File: src/rtl/mem_stage.sv
// -----------------------------------------------------------------------------
// mem_stage
//   Memory-access pipeline stage that follows the execute stage. It holds the
//   EX/MEM pipeline register, issues loads and stores to the data memory over a
//   variable-latency req/ack handshake, stalls upstream while an access is
//   outstanding, and drives the MEM/WB pipeline register.
//
// Ports
//   CLK, RST                  clock, asynchronous active-high reset
//   VALID_IN .. SW_OPERAND    instruction fields from the execute stage
//   STALL                     hold the upstream stages and the PC
//   ALU_RESULT_MEM, DEST_MEM,
//   WB_EN_MEM                 EX/MEM forwarding sources
//   DMEM_REQ/WE/ADDR/WDATA    data memory request (word addressed)
//   DMEM_RDATA, DMEM_ACK      data memory response (ACK is a one-cycle strobe)
//   WB_EN_WB, DEST_WB,
//   RESULT_WB                 MEM/WB pipeline register
//   MEM_ERR                   one-cycle pulse: misaligned access or timeout
// -----------------------------------------------------------------------------
module mem_stage #(
   parameter int WORD_LEN       = 32,
   parameter int REG_ADDR_LEN   = 5,
   parameter int TIMEOUT_CYCLES = 255
) (
   input  logic                    CLK,
   input  logic                    RST,
   input  logic                    VALID_IN,
   input  logic                    WB_EN_IN,
   input  logic                    MEM_R_EN_IN,
   input  logic                    MEM_W_EN_IN,
   input  logic [REG_ADDR_LEN-1:0] DEST_IN,
   input  logic [WORD_LEN-1:0]     ALU_RESULT,
   input  logic [WORD_LEN-1:0]     SW_OPERAND,
   output logic                    STALL,
   output logic [WORD_LEN-1:0]     ALU_RESULT_MEM,
   output logic [REG_ADDR_LEN-1:0] DEST_MEM,
   output logic                    WB_EN_MEM,
   output logic                    DMEM_REQ,
   output logic                    DMEM_WE,
   output logic [WORD_LEN-3:0]     DMEM_ADDR,
   output logic [WORD_LEN-1:0]     DMEM_WDATA,
   input  logic [WORD_LEN-1:0]     DMEM_RDATA,
   input  logic                    DMEM_ACK,
   output logic                    WB_EN_WB,
   output logic [REG_ADDR_LEN-1:0] DEST_WB,
   output logic [WORD_LEN-1:0]     RESULT_WB,
   output logic                    MEM_ERR
);

   localparam logic [0:0]  S_IDLE   = 1'b0;
   localparam logic [0:0]  S_ACCESS = 1'b1;
   localparam logic [15:0] TO_LIMIT = 16'(TIMEOUT_CYCLES);

   // EX/MEM register
   logic                    r_valid, r_wb_en, r_mem_r, r_mem_w;
   logic [REG_ADDR_LEN-1:0] r_dest;
   logic [WORD_LEN-1:0]     r_alu, r_wdata;

   // control
   logic [0:0]              r_state;
   logic [15:0]             r_tcnt;

   // MEM/WB register
   logic                    r_wb_en_wb, r_mem_err;
   logic [REG_ADDR_LEN-1:0] r_dest_wb;
   logic [WORD_LEN-1:0]     r_result_wb;

   logic w_is_st, w_is_ld, w_misalign, w_access, w_timeout, w_stall, w_next_mem;

   // Write wins when both enables are set.
   assign w_is_st    = r_valid & r_mem_w;
   assign w_is_ld    = r_valid & r_mem_r & ~r_mem_w;
   assign w_misalign = (w_is_st | w_is_ld) & (r_alu[1:0] != 2'b00);
   assign w_access   = (r_state == S_ACCESS);
   // ACK in the same cycle as the limit still completes the access normally.
   assign w_timeout  = w_access & ~DMEM_ACK & (r_tcnt >= TO_LIMIT);
   assign w_stall    = w_access & ~DMEM_ACK & ~w_timeout;
   // The access starts in the first cycle the instruction sits in EX/MEM,
   // so the next state is decided from the incoming fields.
   assign w_next_mem = VALID_IN & (MEM_R_EN_IN | MEM_W_EN_IN) &
                       (ALU_RESULT[1:0] == 2'b00);

   assign STALL          = w_stall;
   assign ALU_RESULT_MEM = r_alu;
   assign DEST_MEM       = r_dest;
   assign WB_EN_MEM      = r_valid & r_wb_en;
   assign DMEM_REQ       = w_access;
   assign DMEM_WE        = r_mem_w;
   assign DMEM_ADDR      = r_alu[WORD_LEN-1:2];
   assign DMEM_WDATA     = r_wdata;
   assign WB_EN_WB       = r_wb_en_wb;
   assign DEST_WB        = r_dest_wb;
   assign RESULT_WB      = r_result_wb;
   assign MEM_ERR        = r_mem_err;

   // EX/MEM register and access FSM
   always_ff @(posedge CLK or posedge RST) begin
      if (RST) begin
         r_valid <= 1'b0;
         r_wb_en <= 1'b0;
         r_mem_r <= 1'b0;
         r_mem_w <= 1'b0;
         r_dest  <= '0;
         r_alu   <= '0;
         r_wdata <= '0;
         r_state <= S_IDLE;
         r_tcnt  <= '0;
      end else if (w_stall) begin
         r_tcnt <= r_tcnt + 16'd1;
      end else begin
         r_valid <= VALID_IN;
         r_wb_en <= WB_EN_IN;
         r_mem_r <= MEM_R_EN_IN;
         r_mem_w <= MEM_W_EN_IN;
         r_dest  <= DEST_IN;
         r_alu   <= ALU_RESULT;
         r_wdata <= SW_OPERAND;
         r_state <= w_next_mem ? S_ACCESS : S_IDLE;
         r_tcnt  <= '0;
      end
   end

   // MEM/WB register. Bubbles clear only the write enable; DEST/RESULT hold.
   always_ff @(posedge CLK or posedge RST) begin
      if (RST) begin
         r_wb_en_wb  <= 1'b0;
         r_dest_wb   <= '0;
         r_result_wb <= '0;
         r_mem_err   <= 1'b0;
      end else if (w_stall) begin
         r_wb_en_wb <= 1'b0;
         r_mem_err  <= 1'b0;
      end else begin
         r_mem_err <= w_timeout | (~w_access & w_misalign);
         if (w_access) begin
            if (DMEM_ACK && w_is_ld) begin
               r_wb_en_wb  <= r_wb_en;
               r_dest_wb   <= r_dest;
               r_result_wb <= DMEM_RDATA;
            end else begin
               r_wb_en_wb <= 1'b0;   // store completion or timeout
            end
         end else if (r_valid && !w_is_st && !w_is_ld) begin
            r_wb_en_wb  <= r_wb_en;
            r_dest_wb   <= r_dest;
            r_result_wb <= r_alu;
         end else begin
            r_wb_en_wb <= 1'b0;      // empty slot or misaligned access
         end
      end
   end

endmodule
File: config.mk
export PLATFORM = sky130hd
export DESIGN_NAME = mem_stage
export DESIGN_NICKNAME = d
export VERILOG_FILES = /design/src/rtl/mem_stage.sv
export SDC_FILE = /design/constraint.sdc
export NUM_CORES = 1
export LEC_CHECK = 0
export CORE_AREA = 2 2 120 122
export CTS_CLUSTER_SIZE = 28
export DETAILED_ROUTE_END_ITERATION = 6
export DIE_AREA = 0 0 122 124
export PLACE_DENSITY = 0.79
export SLEW_MARGIN = 40
export SYNTH_ARGS = -nofsm -noshare
export SYNTH_HDL_FRONTEND = slang
export SYNTH_SLANG_ARGS = --single-unit
File: constraint.sdc
create_clock -name CLK -period 5.6 [get_ports CLK]
set_input_delay 0.84 -clock CLK [delete_from_list [all_inputs] [get_ports CLK]]
set_output_delay 0.84 -clock CLK [all_outputs]
set_load 0.01 [all_outputs]
After elaboration in Yosys (flattened, before gate mapping)
Index checks and enable logic that the tools add are counted.

word-level totals
  register bits = 129
  logic and storage cells = 57
  output and inout bits = 142

cells by class
  add/sub/neg operators = 1
  reductions and logical operators = 9
  magnitude comparators = 1
  mux-type cells = 13
  equality and inequality tests = 1
  bitwise gates (word level) = 19

operators by type and width
  cell                   number
  $mux 32                3
  $add 16x1->16 const B  1
  $ge 16x8->1 const B    1
  $mux 16                1
  $mux 5                 3
  $and 1x1->1            11
  $mux 1                 6
  $not 1->1              5
  $reduce_bool 2->1      2
  $logic_and 1x1->1      3
  $or 1x1->1             3
  $reduce_and 3->1       1
  $logic_not 1->1        2
  $logic_not 2->1        1
  $ne 2x1->1 const B     1

Logic depth before layout (Yosys ltp)
  word-level depth = 7
  depth in mapped cells = 6

Worst setup path before layout
Ideal clock, no wire load.

  path type = input-to-output
  start point = input DMEM_ACK
  end point = output STALL
  arrival = 1.611 ns
  cell stages on the path = 5
  slack = 3.149 ns
  path buffers = 2
  cells stage by stage = nor2b_1 > o2111ai_2 > buf_2 > buf_2 > inv_1

on the way
  cells in the longest elaborated chain, start to end = 5

RTL lines
  element          RTL line  RTL
  from (decl)      43        input logic DMEM_ACK,
  $not 1->1 (*)    76, 77
  $and 1x1->1 (*)  76, 77
  $and 1x1->1      76        assign w_timeout = w_access & ~DMEM_ACK & (r_tcnt >= TO_LIMIT);
  $not 1->1        77        assign w_stall = w_access & ~DMEM_ACK & ~w_timeout;
  $and 1x1->1 (*)  77
  to (decl)        34        output logic STALL,

Every way passes the cells marked *; elsewhere a longest branch is shown, timed or not.

Worst setup path after layout
Ends and elaborated chain as after synthesis.

==> impl_results.md <==
- Worst Skew: 0.006502 ns
- 1st-iter DRT viols: about 160
- Crit path cell chain: clkdlybuf4s50_1, nor2b_1, o2111ai_4, inv_1, clkdlybuf4s50_1
- Kind of end point of the critical path: output pin
- Vias per Instance: 4.757
- Share of post-route cells with drive strength above 1: 0.2586
- Commonest non-fill, non-tap cells in the layout: clkdlybuf4s50_1 (249), dfrtp_1 (128), mux2_2 (62), mux2_4 (60), mux2_1 (20)
- Pwr Density: 301.1 nW/um2
- Number of setup violations in the final report: 0
- Detailed Place HPWL: 9.959 mm
- Root buf cell: clkbuf_16
- Worst Setup SP: DMEM_ACK
- Final Cycle Share: 0.6254
- RSZ-0062 raised after global routing: no
- Pin count of the biggest net entering global routing: 77
- Status: complete, no violations
- Fin cells: 787
- Post-Syn Area: 5732 um2
- First-pass GRT wire length: 21.17 mm
- Seq/Total Area, Yosys: 0.5632
- Critical Path AT: about 2.7 ns
- H-tree levels: 4
- Antenna violations before repair: 0
- Initial cell density of the core: 0.4178
- Synth Register Bits: 129
- Max-Slew Margin vs Limit: 0.4408
- Pre-Repair DR Iteration Count: 4
- Cell total after placement: approximately 760
- Post-Syn Area per Cell: ~16 um2
- Die ar.: 15130 um2
- Final WS setup: around 2.1 ns
- CP required: between 4 and 5 ns
- WHS: 0.4661 ns
- Via Count: 3744
- DIE WIDTH: 122 um
- CP max stage cell: clkdlybuf4s50_1
- N_diodes: 0
- Final max-slew violation count: 0
- Routed WL: 13.96 mm
- Row Count: 43
- Synth area leaders: dfrtp_1 (56%), mux2_4 (16%), mux2_2 (12%)
- IO Pins: 250
- Total gr overflow: 0
- CTS sink cnt: between 100 and 150
- RR Startpoint: r_tcnt[0]
- TritonCTS clock tree: done
- Leak Pwr: 0.003806 uW
- Vias in the first global route: a little over 4000
- Top delay family on crit path: buffers and inverters
- Total GRT Usage: 0.1858
- CP dominant cell by count: clkdlybuf4s50_1
- Crit path max fanout: 19
- Worst IR Drop VDD: 182.4 uV
- Sequential share of power: 0.413
- Sw frac: 0.2280
- Actual slew at the worst max-slew pin: roughly 0.84 ns
- Commonest non-fill, non-tap cell in the layout: clkdlybuf4s50_1
- DRC Markers: 0
- Hold buffer count at cts: 0
- Die Ht: 124 um
- Int Power: 2024 uW
- Routability Congestion: around 0.75
- Fillers: roughly 1000
- Register clock-pin slew on the reported worst setup and hold paths: around 0.05 ns
- Crit Path Class: in2out
- Port Buf Inserts: 249
- Layout Nets: 704
- Psw: 597.9 uW
- Top cell type's share of synthesized area: 0.5632
- Yosys top cell by area: dfrtp_1
- Core ar.: 13720 um2
- Clock latency at the later pin of the worst-skew pair: around 0.41 ns
- Yosys cell types: 32
- Post_cts resized: 0
- Remaining antenna violation count: 0
- Clk pwr share: 0.405
- CTS buffer count: 17
- Setup bufs post-CTS: 0
- Comb pwr share: 0.182
- HP Class: reg2reg
- Minimum clock period after layout: roughly 3.5 ns
- Worst setup SP type: input pin
- Final Util: 0.6347
- Critical path buffer and inverter count: 3
- Routed wire length per instance: 17.74 um
- Synth-to-Final Area Change: 51.93%
- Achievable frequency: 0.2856 GHz
- Worst hold start: r_tcnt[0]
- Clock Tree Buf Depth: 2
- Synthesized netlist cell count: 364
- Hold Vio Cnt, Final: 0
- Pre-CTS setup slack: between 2 and 2.5 ns
- Setup TNS: 0 ns
- Yosys warning total: 0
- Worst path max stage delay: around 0.55 ns
- Max_cap viols: 0
==> per-layer routing <==
layer / track usage / wire (um)
met1: 0.2079 / 5449
met2: 0.3247 / 7146
met3: 0.06044 / 1079
met4: 0.08118 / 284
met5: 0 / 0
==> final timing paths <==
| path | end | slack (ns) | depth (start not counted) |
|---|---|---|---|
| setup / recovery | STALL | 2.10 | 5 |
| hold / removal | r_tcnt[0] | 0.47 | 1 |
| setup reg to reg | ALU_RESULT_MEM[29] | 2.87 | 5 |
| hold reg to reg | r_tcnt[0] | 0.47 | 1 |
| max in group asynchronous | DMEM_WDATA[31] | 3.50 | 3 |
| min in group asynchronous | DMEM_WDATA[13] | 0.91 | 2 |
==> power groups by stage <==
| stage | Combinational [uW] | Clock, uW | Sequential [uW] |
|---|---|---|---|
| after CTS | 485 | 1090 | 1090 |
| after global routing | 508 | 1140 | 1100 |
| after floorplan | 147 | 0 | 1130 |
| final | 476 | 1060 | 1080 |
| after global placement | 474 | 0 | 1090 |
| after detailed placement | 483 | 0 | 1100 |
==> cell type report <==
cell class / instances / area, um2 / area share
repair buffers: 252 / 2519 / 0.2892
multi-input cells: 192 / 2151 / 0.2470
flip-flops and latches: 129 / 3232 / 0.3711
inverters: 3 / 16.27 / 0.001868
clock buffers: 25 / 485.5 / 0.05575
clock inverters: 6 / 80.08 / 0.009195
well taps: 180 / 225.2 / 0.02586
==> state kept, by name, indices dropped and copies added, names as in the netlist <==
name	flops
ALU_RESULT_MEM	32
DMEM_WDATA	32
RESULT_WB	32
r_tcnt	16
DEST_MEM	5
DEST_WB	5
DMEM_REQ	1
DMEM_WE	1
MEM_ERR	1
WB_EN_WB	1
r_mem_r	1
r_valid	1
r_wb_en	1
==> stage by stage <==
step / total power, uW / instance area, um2
2_1_floorplan: 1277 / 5758
3_3_place_gp: 1568 / 8134
3_5_place_dp: 1582 / 8140
4_1_cts: 2657 / 8706
5_1_grt: 2740 / 8708
6_report: 2622 / 8708
==> synthesized netlist by cell type <==
master     instances
nor4_4             1
nand4_1            1
or3_1              3
o21ai_0            3
mux2_2            62
nand2_1            3
clkbuf_1           3
and2_1             2
buf_2              3
buf_8              6
nand3_1            5
dfrtp_1          129
xnor2_1            1
conb_1             1
inv_1              3
or2_1              1
mux2_1            20
nor4_2             1
o22ai_1            1
mux2_4            60
xor2_1             2
nor2b_1            1
o2111ai_2          1
a21oi_1            4
nor3b_1            1
ha_1               1
a21o_1             1
nand2b_1           1
buf_6              3
nor2_1             6
buf_4             32
o211ai_1           2
==> cells by family (layout without fill, tap and decap cells) <==
family,Yosys count,after routing,synth area share
other cells,1,8,0.0006543
xor+xnor,3,3,0.004585
buf+inv,50,286,0.07007
mux,142,142,0.3183
fa+ha+maj,1,1,0.002183
simple gates,26,26,0.02729
compound gates,12,12,0.01375
flops,129,129,0.5632
No activity file was read; power rests on OpenSTA's default activity.
